===== src/rtl/contador_arb_if.sv =====
`default_nettype none
// ============================================================================
// Module   : contador_arb_if
// Brief    : Requester handshake plus shared up/down counter bus for contador_arb.
// Revision : 1.0
// ============================================================================
interface contador_arb_if #(
    parameter int W = 2
) ();
    logic         req0;
    logic         up0;
    logic         req1;
    logic         up1;
    logic         ack0;
    logic         err0;
    logic         ack1;
    logic         err1;
    logic         busy;
    logic         nxt;
    logic         dir;
    logic         empty;
    logic         full;
    logic         mismatch;
    logic [W-1:0] cuenta;

    // Requesters and the counter side together form the "master" environment.
    modport master (
        output req0, up0, req1, up1, empty, full, cuenta,
        input  ack0, err0, ack1, err1, busy, nxt, dir, mismatch
    );

    modport slave (
        input  req0, up0, req1, up1, empty, full, cuenta,
        output ack0, err0, ack1, err1, busy, nxt, dir, mismatch
    );
endinterface
`default_nettype wire


===== src/rtl/contador_arb.sv =====
`default_nettype none
// ============================================================================
// Module   : contador_arb
// Brief    : Two-requester round-robin step controller for a shared up/down
//            occupancy counter. Optional shadow check via CTRL_SHADOW_EN.
// Revision : 1.0
// ============================================================================
module contador_arb #(
    parameter int W        = 2,
    parameter int HOLD_CYC = 1
) (
    input  wire logic      clk,
    input  wire logic      rst,
    contador_arb_if.slave  bus
);

    if (W < 1) begin : g_bad_width
        $error("contador_arb: W must be at least 1");
    end
    if (HOLD_CYC < 1 || HOLD_CYC > 15) begin : g_bad_hold
        $error("contador_arb: HOLD_CYC must be in 1..15");
    end

    localparam logic [3:0] c_hold_last = 4'(HOLD_CYC - 1);

    typedef enum logic [2:0] {
        IDLE    = 3'd0,
        SETUP   = 3'd1,
        PULSE   = 3'd2,
        RELEASE = 3'd3,
        DONE    = 3'd4
    } state_t;

    state_t     r_state;
    state_t     w_state_nxt;

    logic       r_last_grant;
    logic       r_id;
    logic       r_dir;
    logic       r_err0;
    logic       r_err1;
    logic [3:0] r_hold_cnt;

    logic       w_req0;
    logic       w_req1;
    logic       w_any;
    logic       w_winner;
    logic       w_up;
    logic       w_illegal;
    logic       w_sample;
    logic       w_grant_ok;
    logic       w_grant_bad;
    logic       w_hold_done;

    logic       w_nxt;
    logic       w_busy;
    logic       w_ack0;
    logic       w_ack1;

    // Requests are masked during any err cycle so a held req is never
    // re-evaluated before the requester has seen its rejection.
    always_comb begin
        w_req0      = bus.req0 & ~r_err0 & ~r_err1;
        w_req1      = bus.req1 & ~r_err0 & ~r_err1;
        w_any       = w_req0 | w_req1;
        w_winner    = (w_req0 & w_req1) ? ~r_last_grant : w_req1;
        w_up        = w_winner ? bus.up1 : bus.up0;
        w_illegal   = (w_up & bus.full) | (~w_up & bus.empty);
        w_sample    = (r_state == IDLE) & w_any;
        w_grant_ok  = w_sample & ~w_illegal;
        w_grant_bad = w_sample & w_illegal;
        w_hold_done = (r_hold_cnt == c_hold_last);
    end

    always_ff @(posedge clk) begin
        if (!rst) begin
            r_state <= IDLE;
        end else begin
            r_state <= w_state_nxt;
        end
    end

    always_comb begin
        w_state_nxt = r_state;
        w_nxt       = 1'b0;
        w_busy      = 1'b0;
        w_ack0      = 1'b0;
        w_ack1      = 1'b0;
        case (r_state)
            IDLE: begin
                if (w_grant_ok) begin
                    w_state_nxt = SETUP;
                end
            end
            SETUP: begin
                w_busy      = 1'b1;
                w_state_nxt = PULSE;
            end
            PULSE: begin
                w_busy = 1'b1;
                w_nxt  = 1'b1;
                if (w_hold_done) begin
                    w_state_nxt = RELEASE;
                end
            end
            RELEASE: begin
                w_busy      = 1'b1;
                w_state_nxt = DONE;
            end
            DONE: begin
                w_busy      = 1'b1;
                w_ack0      = ~r_id;
                w_ack1      = r_id;
                w_state_nxt = IDLE;
            end
            default: begin
                w_state_nxt = IDLE;
            end
        endcase
    end

    // last_grant follows every IDLE decision, rejected or not, so a stuck
    // illegal requester cannot starve the other one.
    always_ff @(posedge clk) begin
        if (!rst) begin
            r_last_grant <= 1'b1;
            r_id         <= 1'b0;
            r_dir        <= 1'b0;
            r_err0       <= 1'b0;
            r_err1       <= 1'b0;
            r_hold_cnt   <= 4'd0;
        end else begin
            r_err0 <= w_grant_bad & ~w_winner;
            r_err1 <= w_grant_bad & w_winner;
            if (w_sample) begin
                r_last_grant <= w_winner;
            end
            if (w_grant_ok) begin
                r_id  <= w_winner;
                r_dir <= w_up;
            end
            if (r_state == PULSE) begin
                r_hold_cnt <= r_hold_cnt + 4'd1;
            end else begin
                r_hold_cnt <= 4'd0;
            end
        end
    end

    assign bus.nxt  = w_nxt;
    assign bus.busy = w_busy;
    assign bus.ack0 = w_ack0;
    assign bus.ack1 = w_ack1;
    assign bus.err0 = r_err0;
    assign bus.err1 = r_err1;
    assign bus.dir  = r_dir;

`ifdef CTRL_SHADOW_EN
    logic [W-1:0] r_shadow;
    logic [W-1:0] w_expect;
    logic         r_mismatch;

    // Wraps modulo 2^W, matching a counter that rolls over.
    always_comb begin
        w_expect = r_dir ? (r_shadow + W'(1)) : (r_shadow - W'(1));
    end

    always_ff @(posedge clk) begin
        if (!rst) begin
            r_shadow   <= '0;
            r_mismatch <= 1'b0;
        end else begin
            if (w_grant_ok) begin
                r_shadow <= bus.cuenta;
            end
            if ((r_state == DONE) && (bus.cuenta != w_expect)) begin
                r_mismatch <= 1'b1;
            end
        end
    end

    assign bus.mismatch = r_mismatch;
`else
    logic w_unused_cuenta;
    assign w_unused_cuenta = ^bus.cuenta;
    assign bus.mismatch    = 1'b0;
`endif

    a_pulse_onehot: assert property (@(posedge clk) disable iff (!rst)
        $onehot0({bus.ack0, bus.err0, bus.ack1, bus.err1}));

    a_nxt_busy: assert property (@(posedge clk) disable iff (!rst)
        bus.nxt |-> bus.busy);

endmodule
`default_nettype wire


===== src/flat_wrapper.sv =====
// flat-port wrapper written by rule: the top's interface ports become plain ports
module contador_arb_flat 
#(
    parameter int W        = 2,
    parameter int HOLD_CYC = 1
)
  (clk, rst, bus_req0, bus_up0, bus_req1, bus_up1, bus_empty, bus_full, bus_cuenta, bus_ack0, bus_err0, bus_ack1, bus_err1, bus_busy, bus_nxt, bus_dir, bus_mismatch);
  contador_arb_if #(.W(W)) bus_i ();
  input  wire logic clk;
  input  wire logic rst;
  input wire logic [$bits(bus_i.req0)-1:0] bus_req0;
  input wire logic [$bits(bus_i.up0)-1:0] bus_up0;
  input wire logic [$bits(bus_i.req1)-1:0] bus_req1;
  input wire logic [$bits(bus_i.up1)-1:0] bus_up1;
  input wire logic [$bits(bus_i.empty)-1:0] bus_empty;
  input wire logic [$bits(bus_i.full)-1:0] bus_full;
  input wire logic [$bits(bus_i.cuenta)-1:0] bus_cuenta;
  output wire logic [$bits(bus_i.ack0)-1:0] bus_ack0;
  output wire logic [$bits(bus_i.err0)-1:0] bus_err0;
  output wire logic [$bits(bus_i.ack1)-1:0] bus_ack1;
  output wire logic [$bits(bus_i.err1)-1:0] bus_err1;
  output wire logic [$bits(bus_i.busy)-1:0] bus_busy;
  output wire logic [$bits(bus_i.nxt)-1:0] bus_nxt;
  output wire logic [$bits(bus_i.dir)-1:0] bus_dir;
  output wire logic [$bits(bus_i.mismatch)-1:0] bus_mismatch;
  assign bus_i.req0 = bus_req0;
  assign bus_i.up0 = bus_up0;
  assign bus_i.req1 = bus_req1;
  assign bus_i.up1 = bus_up1;
  assign bus_i.empty = bus_empty;
  assign bus_i.full = bus_full;
  assign bus_i.cuenta = bus_cuenta;
  assign bus_ack0 = bus_i.ack0;
  assign bus_err0 = bus_i.err0;
  assign bus_ack1 = bus_i.ack1;
  assign bus_err1 = bus_i.err1;
  assign bus_busy = bus_i.busy;
  assign bus_nxt = bus_i.nxt;
  assign bus_dir = bus_i.dir;
  assign bus_mismatch = bus_i.mismatch;
  contador_arb #(.W(W), .HOLD_CYC(HOLD_CYC)) u_core (.clk(clk), .rst(rst), .bus(bus_i));
endmodule

===== config.mk =====
export PLATFORM = sky130hd
export DESIGN_NAME = contador_arb_flat
export DESIGN_NICKNAME = d
export VERILOG_FILES = /design/src/rtl/contador_arb_if.sv /design/src/rtl/contador_arb.sv /design/src/flat_wrapper.sv
export SDC_FILE = /design/constraint.sdc
export NUM_CORES = 1
export LEC_CHECK = 0
export ABC_AREA = 1
export BUFFER_PORTS_ARGS = -buffer_cell sky130_fd_sc_hd__buf_2
export CAP_MARGIN = 20
export CORE_AREA = 2 2 39 41
export CTS_BUF_LIST = sky130_fd_sc_hd__clkbuf_4 sky130_fd_sc_hd__clkbuf_8
export DETAILED_ROUTE_END_ITERATION = 7
export DIE_AREA = 0 0 41 43
export PLACE_DENSITY_LB_ADDON = 0.1
export SYNTH_ARGS = -nofsm -noshare
export SYNTH_HDL_FRONTEND = slang
export SYNTH_SLANG_ARGS = --single-unit

===== constraint.sdc =====
create_clock -name clk -period 2.5 [get_ports clk]
set_input_delay 0.5 -clock clk [delete_from_list [all_inputs] [get_ports clk]]
set_output_delay 0.5 -clock clk [all_outputs]
set_load 0.005 [all_outputs]

# Word level (Yosys, flattened, before mapping)
# Index checks and enable logic that the tools add are counted.
dict set report classes {
  bitwise_logic 21
  eq_ne 6
  muxes 9
  n_div 0
  magnitude_cmp 0
  n_addsub 1
  n_reduce_logical 5
  mul 0
  shifts 0
}
# operator count
set ops {}
lappend ops {{$and A1 B1 Y1} 12}
lappend ops {{$pmux W3 S4} 1}
lappend ops {{$not A1 Y1} 7}
lappend ops {{$eq A3 B2 Y1 const B} 2}
lappend ops {{$mux W1} 6}
lappend ops {{$mux W3} 2}
lappend ops {{$add A4 B1 Y4 const B} 1}
lappend ops {{$logic_not A4 Y1} 1}
lappend ops {{$ne A2 B1 Y1 const B} 2}
lappend ops {{$reduce_and A2 Y1} 2}
lappend ops {{$reduce_or A4 Y1} 1}
lappend ops {{$eq A3 B1 Y1 const B} 1}
lappend ops {{$eq A3 B3 Y1 const B} 1}
lappend ops {{$logic_not A3 Y1} 1}
lappend ops {{$or A1 B1 Y1} 2}
dict set report word_totals {
  latch_bits 0
  mem_bits_ro 0
  inputBits 10
  ram_bits 0
  n_memories 0
  reg_bits 12
}

# Depth between registers and ports, before layout
# Gate-level depths: netlist of the first run.
dict set report depth {
  word_depth 13
  mapped_depth 8
  depth_no_buf 8
}

# Least setup slack after synthesis of the first run
# No wires, ideal clock.
dict set report synth_timing {
  kind {reg2out}
  from {register u_core.r_state[1]}
  to {output bus_busy}
  n_path_buf 0
  stages_incl_launch_ff 5
  t_arrival_ns 0.755
  path_slack_ns 1.245
  cell_sequence {dfxtp_1 > inv_1 > o21ai_0 > inv_1 > nand3_1}
}
dict set report synth_via {
  elab_chain_cells 3
  elab_cells_between_ends 6
  classes_between {4 x eq/ne; 1 x mux; 1 x reduce/logical}
}
# item line_no
set synth_rtl {}
lappend synth_rtl {{start: declaration} contador_arb.sv:34} ;# state_t r_state;
lappend synth_rtl {{start signal: assignment} contador_arb.sv:79} ;# r_state <= w_state_nxt;
lappend synth_rtl {{$eq A3 B3 Y1, or another cell as far along} contador_arb.sv:89} ;# case (r_state)
lappend synth_rtl {{$reduce_or A4 Y1 (no source line) (*)} -}
lappend synth_rtl {{$mux W1 (*)} contador_arb.sv:89}
lappend synth_rtl {{end: declaration} flat_wrapper.sv:22} ;# output wire logic [$bits(bus_i.busy)-1:0] bus_busy;
# Mark *: on every way between the ends. The rest lies on a longest branch, timed or not.

# Worst setup path in the final report of the first run
# Same ends and word-level chain as after synthesis.

==> load_flow_metrics.sql, run 1 <==
INSERT INTO impl_metrics (metric_group, metric, value, unit) VALUES
('yosys', 'post_synth_num_cell_types', '24', ''),
('clock_network', 'cts.repair_timing.setup_buffer_count', '0', ''),
('pwr', 'p_leak', '0.353', 'nW'),
('clock_network', 'cts_resized', '0', ''),
('setup_path', 'critical_path_required', '2.00', 'ns'),
('yosys', 'ys.warnings.count', '0', ''),
('timing', 'max_freq', '0.574', 'GHz'),
('status', 'outcome', 'finished clean', ''),
('clock_network', 'clk-insertion-delay-late', '0.26', 'ns'),
('timing', 'finalSetupTns', '0', 'ns'),
('yosys', 'average_cell_area_after_synthesis', '7.54', 'um^2'),
('cells_and_area', 'finalCoreUtilization', '0.523', ''),
('pwr', 'design_power_total', '604', 'uW'),
('detailed_routing', 'drt-wirelength-per-cell', '9.39', 'um'),
('pwr', 'peakVddDrop', '0.420', 'mV'),
('setup_path', 'timing.critical_path.to_type', 'primary output', ''),
('timing', 'hold_viol_final', '0', ''),
('cells_and_area', 'fillerInstances', '147', ''),
('setup_path', 'cp.buffers_inverters', '3', ''),
('min_path', 'holdCritPathClass', 'reg -> reg', ''),
('timing', 'clock_skew', '0.00166', 'ns'),
('cells_and_area', 'final_nets', '112', ''),
('cells_and_area', 'post_route_cells_drive_above_1_share', '0.306', ''),
('global_route', 'groute.usage.overall', '0.149', ''),
('timing', 'period_utilisation_layout', '0.697', ''),
('cells_and_area', 'post_layout_nonfiller_instances', '114', ''),
('clock_network', 'clockBufferDepth', '2', ''),
('detailed_routing', 'antenna_violating_nets_post_route', '0', ''),
('clock_network', 'clkSlewWorstSetupHoldPaths', '0.07', 'ns'),
('placement', 'place.detailed.instances', '111', ''),
('clock_network', 'tritoncts.num_buffers', '3', ''),
('cells_and_area', 'leading_cell_types_in_the_layout_fill_and_taps_excluded', '14 x sky130_fd_sc_hd__nand2_1, 14 x sky130_fd_sc_hd__buf_2, 12 x sky130_fd_sc_hd__dfxtp_1', ''),
('yosys', 'post_synth_inst_count', '82', ''),
('floorplan', 'die_x', '41', 'um'),
('setup_path', 'critPathMaxStageDelay', '0.44', 'ns'),
('cells_and_area', 'syn2layout_area_growth', '17.0', '%'),
('detailed_routing', 'routed_via_density', '4.73', ''),
('setup_path', 'worstSetupPathType', 'reg -> out', ''),
('floorplan', 'initial_utilization', '0.447', ''),
('floorplan', 'die_height', '43', 'um'),
('yosys', 'portion_of_the_post_synthesis_area_used_by_sequential_elements', '0.389', ''),
('floorplan', 'design.die.area', '1760', 'um^2'),
('setup_path', 'worst_setup_path_start_kind', 'register', ''),
('global_route', 'grt_max_degree', '7', ''),
('placement', 'post-place-ws', '1.06', 'ns'),
('setup_path', 'path_max_fanout', '4', ''),
('yosys', 'yosys_register_bits', '12', ''),
('global_route', 'first_global_vias', '477', ''),
('yosys', 'synthFlopType', 'sky130_fd_sc_hd__dfxtp_1', ''),
('yosys', 'synth_nets', '94', ''),
('clock_network', 'postCtsHoldBufs', '0', ''),
('detailed_routing', 'drt_pass1_iterations', '4', ''),
('timing', 'maxSlewViolCount', '0', ''),
('timing', 'layout_setup_ws', '0.758', 'ns'),
('yosys', 'asyncSetResetFlopFracSynth', '0', ''),
('setup_path', 'cpLargestDelayFamily', 'flip-flops', ''),
('pwr', 'power.density', '836', 'nW/um^2'),
('flow_run', 'max_cap_viol_count', '0', ''),
('yosys', 'edff_count_synth', '0', ''),
('floorplan', 'rows', '14', ''),
('setup_path', 'timing.critical_path.slowest_stage_cell', 'sky130_fd_sc_hd__dfxtp_1', ''),
('global_route', 'overflow', '0', ''),
('placement', 'dp_hpwl', '863', 'um'),
('yosys', 'mappedNetlistArea', '618', 'um^2'),
('cells_and_area', 'antenna_diode_count', '0', ''),
('detailed_routing', 'dr.first_iter.drc_count', '6', ''),
('global_route', 'number_of_antenna_violations_at_the_first_check_in_global_routing', '0', ''),
('detailed_routing', 'detail_route.drc_violations', '0', ''),
('clock_network', 'clock_sink_count', '12', ''),
('global_route', 'grt_pass1_wl', '1790', 'um'),
('setup_path', 'critPathArrivalTime', '1.24', 'ns');
==> final cells by class <==
cell class / count / area [um^2] / share of cell area
Multi-Input combinational cell: 56 / 322 / 0.445
Sequential cell: 12 / 240 / 0.332
Inverter: 13 / 48.8 / 0.0675
Tap cell: 16 / 20.0 / 0.0277
Timing Repair Buffer: 14 / 70.1 / 0.0969
Clock buffer: 3 / 22.5 / 0.0311
==> where the power goes <==
group          switching [mW]  internal, mW  total [mW]  leakage, nW
registers              0.0291         0.226       0.255       0.0977
clock network          0.0564        0.0557       0.112       0.0138
logic                   0.140        0.0978       0.238        0.241
==> synthesized netlist by cell type (2+ instances only) <==
master	instances	area, um^2
sky130_fd_sc_hd__a21oi_1	3	15.0
sky130_fd_sc_hd__dfxtp_1	12	240
sky130_fd_sc_hd__ha_1	2	25.0
sky130_fd_sc_hd__inv_1	11	41.3
sky130_fd_sc_hd__inv_2	2	7.51
sky130_fd_sc_hd__nand2_1	14	52.6
sky130_fd_sc_hd__nand3_1	7	35.0
sky130_fd_sc_hd__nand3_2	4	40.0
sky130_fd_sc_hd__nand4_1	2	12.5
sky130_fd_sc_hd__nor2_1	10	37.5
sky130_fd_sc_hd__nor3_1	2	10.0
==> path summary, 6_finish.rpt <==
check / from / endpoint / cells after the start / slack, ns
min: u_core.r_hold_cnt[0] / u_core.r_hold_cnt[0] / 1 / 0.46
max reg2reg: u_core.bus.err1 / u_core.r_state[0] / 7 / 1.31
max: u_core.r_state[1] / bus_busy / 6 / 0.76
min reg2reg: u_core.r_hold_cnt[0] / u_core.r_hold_cnt[0] / 1 / 0.46
==> layer usage <==
metal | vias up | part of all wire | global-route usage | wire [um]
met5 | - | 0 | 0 | 0
met4 | 0 | 0 | 0.0800 | 0
met3 | 0 | 0.060 | 0.0314 | 64
met2 | 16 | 0.48 | 0.238 | 516
met1 | 228 | 0.46 | 0.175 | 491
li1 | 295 | - | - | -
==> logic make-up after synthesis <==
family	share of synthesized area
fa+ha+maj	0.0405
flops	0.389
compound gates	0.0668
buf+inv	0.0911
simple gates	0.393
xor+xnor	0.0142
other cells	0.00607
==> through the flow <==
| step | hold slack [ns] | cell area [um^2] |
|---|---|---|
| 2_1_floorplan | 0.430 | 618 |
| 3_3_place_gp | 0.446 | 701 |
| 3_5_place_dp | 0.448 | 701 |
| 4_1_cts | 0.464 | 723 |
| 5_1_grt | 0.490 | 723 |
| 6_report | 0.459 | 723 |
==> registers in the layout, summed over array words and instances, names as in the netlist <==
signal               flops
u_core.r_hold_cnt        4
u_core.r_state           3
u_core.bus.dir           1
u_core.bus.err0          1
u_core.bus.err1          1
u_core.r_id              1
u_core.r_last_grant      1
No activity file was read; power rests on OpenSTA's default activity.
==> inputs of run 2 (changes only) <==
==> constraint.sdc (replaced) <==
create_clock -name clk -period 1.8 [get_ports clk]
set_input_delay 0.36 -clock clk [delete_from_list [all_inputs] [get_ports clk]]
set_output_delay 0.36 -clock clk [all_outputs]
set_load 0.005 [all_outputs]
==> run 2 against run 1 <==
Sequential share of layout area stayed put. Routed wire length is 1.5% higher. Combinational power is 39% higher. Non-clock buffer count stayed put. Clock-buffer cell count stayed put. Clock power is 39% higher. Register-to-register slack worse by 0.70 ns. Global-route usage is 0.20 points higher. First-iteration DRC count is 17% lower. Sequential cell count stayed put. Critical endpoint unchanged. Critical path type unchanged.
==> load_flow_metrics.sql, run 2 (synthesis results as in run 1) <==
INSERT INTO impl_metrics (metric_group, metric, value, unit) VALUES
('status', 'outcome', 'finished clean', ''),
('floorplan', 'rows', '14', ''),
('setup_path', 'cpLargestDelayFamily', 'flip-flops', ''),
('cells_and_area', 'syn2layout_area_growth', '17.0', '%'),
('cells_and_area', 'largest_register', 'u_core.r_hold_cnt', ''),
('detailed_routing', 'routed_wl', '1090', 'um'),
('timing', 'worst_hold_slack_after_final_layout', '0.354', 'ns'),
('timing', 'finalSetupTns', '0', 'ns'),
('setup_path', 'cell_with_the_most_instances_on_the_worst_path', 'sky130_fd_sc_hd__inv_1', ''),
('setup_path', 'timing.critical_path.to_type', 'primary output', ''),
('pwr', 'combinationalPowerShare', '0.394', ''),
('timing', 'clock_skew', '0.00220', 'ns'),
('floorplan', 'area_of_the_core', '1380', 'um^2'),
('detailed_routing', 'routed_via_density', '4.70', ''),
('placement', 'dp_hpwl', '868', 'um'),
('placement', 'place.gp.congestion', '0.641', ''),
('setup_path', 'cp.buffers_inverters', '3', ''),
('global_route', 'groute.usage.overall', '0.151', ''),
('pwr', 'power.sequential.fraction', '0.421', ''),
('clock_network', 'tritoncts.num_buffers', '3', ''),
('clock_network', 'tritoncts', 'done', ''),
('timing', 'finalSetupViolations', '0', ''),
('floorplan', 'floorplan.io_pins', '18', ''),
('setup_path', 'path_max_fanout', '4', ''),
('cells_and_area', 'biggestRegsByFlops', 'u_core.r_hold_cnt (4), u_core.r_state (3)', ''),
('floorplan', 'die_x', '41', 'um'),
('cells_and_area', 'final_nets', '112', ''),
('cells_and_area', 'post_route_cells_drive_above_1_share', '0.306', ''),
('timing', 'max_freq', '0.621', 'GHz'),
('setup_path', 'critPathArrivalTime', '1.25', 'ns'),
('setup_path', 'critPathMaxStageDelay', '0.44', 'ns'),
('detailed_routing', 'detail_route.drc_violations', '0', ''),
('pwr', 'power.density', '1160', 'nW/um^2'),
('timing', 'maxSlewViolCount', '0', ''),
('global_route', 'grt_max_degree', '7', ''),
('timing', 'period_utilisation_layout', '0.895', ''),
('pwr', 'internal_power', '527', 'uW'),
('timing', 'finalCriticalPeriod', '1.61', 'ns'),
('detailed_routing', 'drt_pass1_iterations', '4', ''),
('global_route', 'overflow', '0', ''),
('detailed_routing', 'route.vias.total', '536', ''),
('cells_and_area', 'antenna_diode_count', '0', ''),
('floorplan', 'design.die.area', '1760', 'um^2'),
('pwr', 'peakVddDrop', '0.602', 'mV'),
('clock_network', 'clkSlewWorstSetupHoldPaths', '0.07', 'ns'),
('cells_and_area', 'fillerInstances', '144', ''),
('placement', 'placement.io_buffers', '14', ''),
('clock_network', 'clk-insertion-delay-late', '0.26', 'ns'),
('global_route', 'number_of_antenna_violations_at_the_first_check_in_global_routing', '0', ''),
('pwr', 'p_sw_frac', '0.374', ''),
('detailed_routing', 'dr.first_iter.drc_count', '5', ''),
('detailed_routing', 'antenna_violating_nets_post_route', '0', ''),
('clock_network', 'cts_resized', '0', ''),
('clock_network', 'clock_tree.root_cell', 'sky130_fd_sc_hd__clkbuf_4', ''),
('clock_network', 'clockBufferDepth', '2', ''),
('clock_network', 'clock_sink_count', '12', ''),
('pwr', 'p_switching', '314', 'uW'),
('setup_path', 'critical_path_required', '1.44', 'ns'),
('setup_path', 'worstSetupPathType', 'reg -> out', ''),
('timing', 'grt_setup_unrepaired', 'false', ''),
('min_path', 'holdCritPathClass', 'in -> reg', ''),
('setup_path', 'crit_chain', 'inv_1 -> o21ai_0 -> inv_1 -> nand3_1 -> buf_2', ''),
('floorplan', 'die_height', '43', 'um'),
('cells_and_area', 'finalCoreUtilization', '0.523', ''),
('timing', 'hold_viol_final', '0', ''),
('global_route', 'grt_pass1_wl', '1790', 'um'),
('cells_and_area', 'largest_register_ff_count', '4', ''),
('clock_network', 'cts.repair_timing.setup_buffer_count', '0', ''),
('setup_path', 'timing.critical_path.slowest_stage_cell', 'sky130_fd_sc_hd__dfxtp_1', ''),
('cells_and_area', 'leading_cell_types_in_the_layout_fill_and_taps_excluded', '14 x sky130_fd_sc_hd__nand2_1, 14 x sky130_fd_sc_hd__buf_2, 12 x sky130_fd_sc_hd__dfxtp_1', ''),
('clock_network', 'postCtsHoldBufs', '0', ''),
('setup_path', 'worst_setup_path_start_kind', 'register', ''),
('pwr', 'design_power_total', '841', 'uW'),
('global_route', 'first_global_vias', '473', ''),
('floorplan', 'initial_utilization', '0.447', ''),
('pwr', 'power.clock.fraction', '0.185', ''),
('flow_run', 'max_cap_viol_count', '0', ''),
('pwr', 'p_leak', '0.353', 'nW'),
('clock_network', 'cts-htree-levels', '1', ''),
('detailed_routing', 'drt-wirelength-per-cell', '9.54', 'um');
==> run 2: layer usage <==
layer / up-vias / wire [um] / track usage
met4: 0 / 0 / 0.0800
li1: 296 / - / -
met1: 224 / 504 / 0.185
met5: - / 0 / 0
met2: 16 / 517 / 0.234
met3: 0 / 65 / 0.0314
==> run 2: layout make-up <==
cell class | count | area [um^2] | area share
multi-input cells | 56 | 322 | 0.445
flip-flops and latches | 12 | 240 | 0.332
repair buffers | 14 | 70.1 | 0.0969
inverters | 13 | 48.8 | 0.0675
clock buffers | 3 | 22.5 | 0.0311
well taps | 16 | 20.0 | 0.0277
==> run 2: stage by stage <==
stage | instance area (um^2) | worst slack [ns] | instances
3_3_place_gp | 701 | 0.521 | 111
4_1_cts | 723 | 0.192 | 114
3_5_place_dp | 701 | 0.495 | 111
6_report | 723 | 0.189 | 114
2_1_floorplan | 618 | 0.685 | 82
5_1_grt | 723 | 0.110 | 114
==> run 2: worst reg2reg max path, cell delays in order, from the launching register on <==
cell	delay, ns
sky130_fd_sc_hd__dfxtp_1	0.33
sky130_fd_sc_hd__nor2_4	0.15
sky130_fd_sc_hd__o21ai_2	0.09
sky130_fd_sc_hd__nor3_4	0.21
sky130_fd_sc_hd__nand3_2	0.14
sky130_fd_sc_hd__nand2_1	0.08
sky130_fd_sc_hd__nand2_1	0.05
sky130_fd_sc_hd__nor2_2	0.08
==> run 2: power groups by stage <==
stage | combinational [mW] | sequential [mW] | clock [mW]
global route | 0.380 | 0.360 | 0.177
floorplan | 0.252 | 0.355 | 0
CTS | 0.337 | 0.353 | 0.165
finish | 0.331 | 0.354 | 0.156
detailed placement | 0.334 | 0.360 | 0
global placement | 0.329 | 0.359 | 0
==> run 2: worst paths after layout <==
path / start / end / slack [ns] / depth (start not counted)
hold / removal: rst / u_core.r_last_grant / 0.35 / 2
setup reg to reg: u_core.bus.err1 / u_core.r_state[0] / 0.61 / 7
setup / recovery: u_core.r_state[1] / bus_busy / 0.19 / 5
hold reg to reg: u_core.r_hold_cnt[0] / u_core.r_hold_cnt[0] / 0.46 / 1
==> inputs of run 3 (changes only) <==
--- a/config.mk
+++ b/config.mk
@@ -12,7 +12,8 @@
 export CTS_BUF_LIST = sky130_fd_sc_hd__clkbuf_4 sky130_fd_sc_hd__clkbuf_8
 export DETAILED_ROUTE_END_ITERATION = 7
 export DIE_AREA = 0 0 41 43
-export PLACE_DENSITY_LB_ADDON = 0.1
+export PLACE_DENSITY_LB_ADDON = 0.05
+export RECOVER_POWER = 25
 export SYNTH_ARGS = -nofsm -noshare
 export SYNTH_HDL_FRONTEND = slang
 export SYNTH_SLANG_ARGS = --single-unit
==> run 3 against run 2 <==
Worst setup slack improved by 0.013 ns. Final area unchanged. Sequential share of layout area unchanged. First-iteration DRC count increased by 40%. Clock skew increased by 0.0045 ns. Clock-buffer cell count unchanged. Critical path depth increased by 1. Hold slack improved by 0.0077 ns. Sequential cell count unchanged. Combinational power about the same. Clock power about the same. Final cell count unchanged. Largest cell class unchanged.
==> load_flow_metrics.sql, run 3 (synthesis results as in run 1) <==
INSERT INTO impl_metrics (metric_group, metric, value, unit) VALUES
('timing', 'layout_setup_ws', '0.201', 'ns'),
('placement', 'placement.io_buffers', '14', ''),
('detailed_routing', 'dr.first_iter.drc_count', '7', ''),
('cells_and_area', 'final_nets', '112', ''),
('global_route', 'overflow', '0', ''),
('flow_run', 'max_cap_viol_count', '0', ''),
('cells_and_area', 'finalCoreUtilization', '0.523', ''),
('timing', 'hold_viol_final', '0', ''),
('setup_path', 'worst_r2r_startpoint', 'u_core.bus.err1', ''),
('setup_path', 'critical_path_required', '1.44', 'ns'),
('clock_network', 'postCtsHoldBufs', '0', ''),
('global_route', 'grt_max_degree', '7', ''),
('detailed_routing', 'routed_via_density', '4.86', ''),
('cells_and_area', 'syn2layout_area_growth', '17.0', '%'),
('setup_path', 'timing.critical_path.to_type', 'primary output', ''),
('setup_path', 'worstSetupPathType', 'reg -> out', ''),
('timing', 'clock_skew', '0.00671', 'ns'),
('detailed_routing', 'routed_wl', '1060', 'um'),
('cells_and_area', 'largest_register_ff_count', '4', ''),
('global_route', 'grt_pass1_wl', '1720', 'um'),
('timing', 'maxSlewViolCount', '0', ''),
('clock_network', 'clkSlewWorstSetupHoldPaths', '0.07', 'ns'),
('timing', 'worst_hold_slack_after_final_layout', '0.362', 'ns'),
('global_route', 'first_global_vias', '456', ''),
('detailed_routing', 'drt-wirelength-per-cell', '9.28', 'um'),
('timing', 'finalSetupTns', '0', 'ns'),
('clock_network', 'tritoncts.num_buffers', '3', ''),
('clock_network', 'cts-htree-levels', '1', ''),
('clock_network', 'clock_tree.root_cell', 'sky130_fd_sc_hd__clkbuf_4', ''),
('timing', 'grt_setup_unrepaired', 'false', ''),
('clock_network', 'cts_resized', '0', ''),
('floorplan', 'area_of_the_core', '1380', 'um^2'),
('status', 'outcome', 'finished clean', ''),
('cells_and_area', 'largest_register', 'u_core.r_hold_cnt', ''),
('placement', 'post-place-ws', '0.512', 'ns'),
('pwr', 'design_power_total', '841', 'uW'),
('setup_path', 'critPathArrivalTime', '1.24', 'ns'),
('clock_network', 'clockBufferDepth', '2', ''),
('floorplan', 'die_height', '43', 'um'),
('global_route', 'number_of_antenna_violations_at_the_first_check_in_global_routing', '0', ''),
('clock_network', 'cts.repair_timing.setup_buffer_count', '0', ''),
('pwr', 'peakVddDrop', '0.663', 'mV'),
('floorplan', 'floorplan.io_pins', '18', ''),
('setup_path', 'worstSetupStartpoint', 'u_core.r_state[1]', ''),
('floorplan', 'design.die.area', '1760', 'um^2'),
('global_route', 'groute.usage.overall', '0.144', ''),
('cells_and_area', 'post_route_cells_drive_above_1_share', '0.306', ''),
('detailed_routing', 'antenna_violating_nets_post_route', '0', ''),
('floorplan', 'die_x', '41', 'um'),
('min_path', 'holdCritPathClass', 'in -> reg', ''),
('floorplan', 'rows', '14', ''),
('detailed_routing', 'drt_pass1_iterations', '4', ''),
('timing', 'period_utilisation_layout', '0.888', ''),
('timing', 'finalSetupViolations', '0', ''),
('setup_path', 'worst_setup_path_start_kind', 'register', ''),
('clock_network', 'clock_sink_count', '12', ''),
('cells_and_area', 'antenna_diode_count', '0', ''),
('clock_network', 'tritoncts', 'done', ''),
('detailed_routing', 'detail_route.drc_violations', '0', ''),
('setup_path', 'path_max_fanout', '4', ''),
('placement', 'place.gp.congestion', '0.670', ''),
('timing', 'max_freq', '0.626', 'GHz'),
('min_path', 'hold_start', 'rst', ''),
('clock_network', 'clk-insertion-delay-late', '0.26', 'ns'),
('floorplan', 'initial_utilization', '0.447', ''),
('cells_and_area', 'leading_cell_types_in_the_layout_fill_and_taps_excluded', '14 x sky130_fd_sc_hd__nand2_1, 14 x sky130_fd_sc_hd__buf_2, 12 x sky130_fd_sc_hd__dfxtp_1', ''),
('detailed_routing', 'route.vias.total', '554', ''),
('pwr', 'p_leak', '0.353', 'nW'),
('cells_and_area', 'biggestRegsByFlops', 'u_core.r_hold_cnt (4), u_core.r_state (3)', ''),
('pwr', 'power.density', '1160', 'nW/um^2'),
('timing', 'finalCriticalPeriod', '1.60', 'ns'),
('placement', 'dp_hpwl', '866', 'um');
[run 3: worst paths after layout]
kind / endpoint / slack [ns] / cells after the start
min: u_core.r_last_grant / 0.36 / 2
max: bus_busy / 0.20 / 6
min reg2reg: u_core.r_hold_cnt[0] / 0.46 / 1
max reg2reg: u_core.r_state[0] / 0.63 / 7
[run 3: report_power, final]
group	internal (mW)	total (mW)	switching, mW	leakage [nW]
sequential	0.313	0.353	0.0396	0.0977
clock	0.0772	0.156	0.0785	0.0138
combinational	0.136	0.333	0.197	0.241
total	0.526	0.841	0.315	0.353
[run 3: final cells by class]
| type | instances | area (um^2) |
|---|---|---|
| Tap cell | 16 | 20.0 |
| Multi-Input combinational cell | 56 | 322 |
| Timing Repair Buffer | 14 | 70.1 |
| Clock buffer | 3 | 22.5 |
| Sequential cell | 12 | 240 |
| Fill cell | 143 | 661 |
| Inverter | 13 | 48.8 |
[run 3: worst max-delay path, cell delays in order (launching register included)]
cell and delay [ns]:
sky130_fd_sc_hd__dfxtp_1 0.42, sky130_fd_sc_hd__inv_1 0.11, sky130_fd_sc_hd__nand3_1 0.09, sky130_fd_sc_hd__o21ai_0 0.08
sky130_fd_sc_hd__inv_1 0.08, sky130_fd_sc_hd__nand3_1 0.06, sky130_fd_sc_hd__buf_2 0.12
[run 3: stage by stage]
| stage | cells | instance area, um^2 |
|---|---|---|
| after global placement | 111 | 701 |
| after detailed placement | 111 | 701 |
| final | 114 | 723 |
| after floorplan | 82 | 618 |
| after global routing | 114 | 723 |
| after CTS | 114 | 723 |
[run 3: metal layers]
metal	track usage	vias up	wire length [um]
li1	-	294	-
met5	0	-	0
met1	0.182	243	485
met4	0.0800	0	12
met2	0.206	15	491
met3	0.0471	2	68
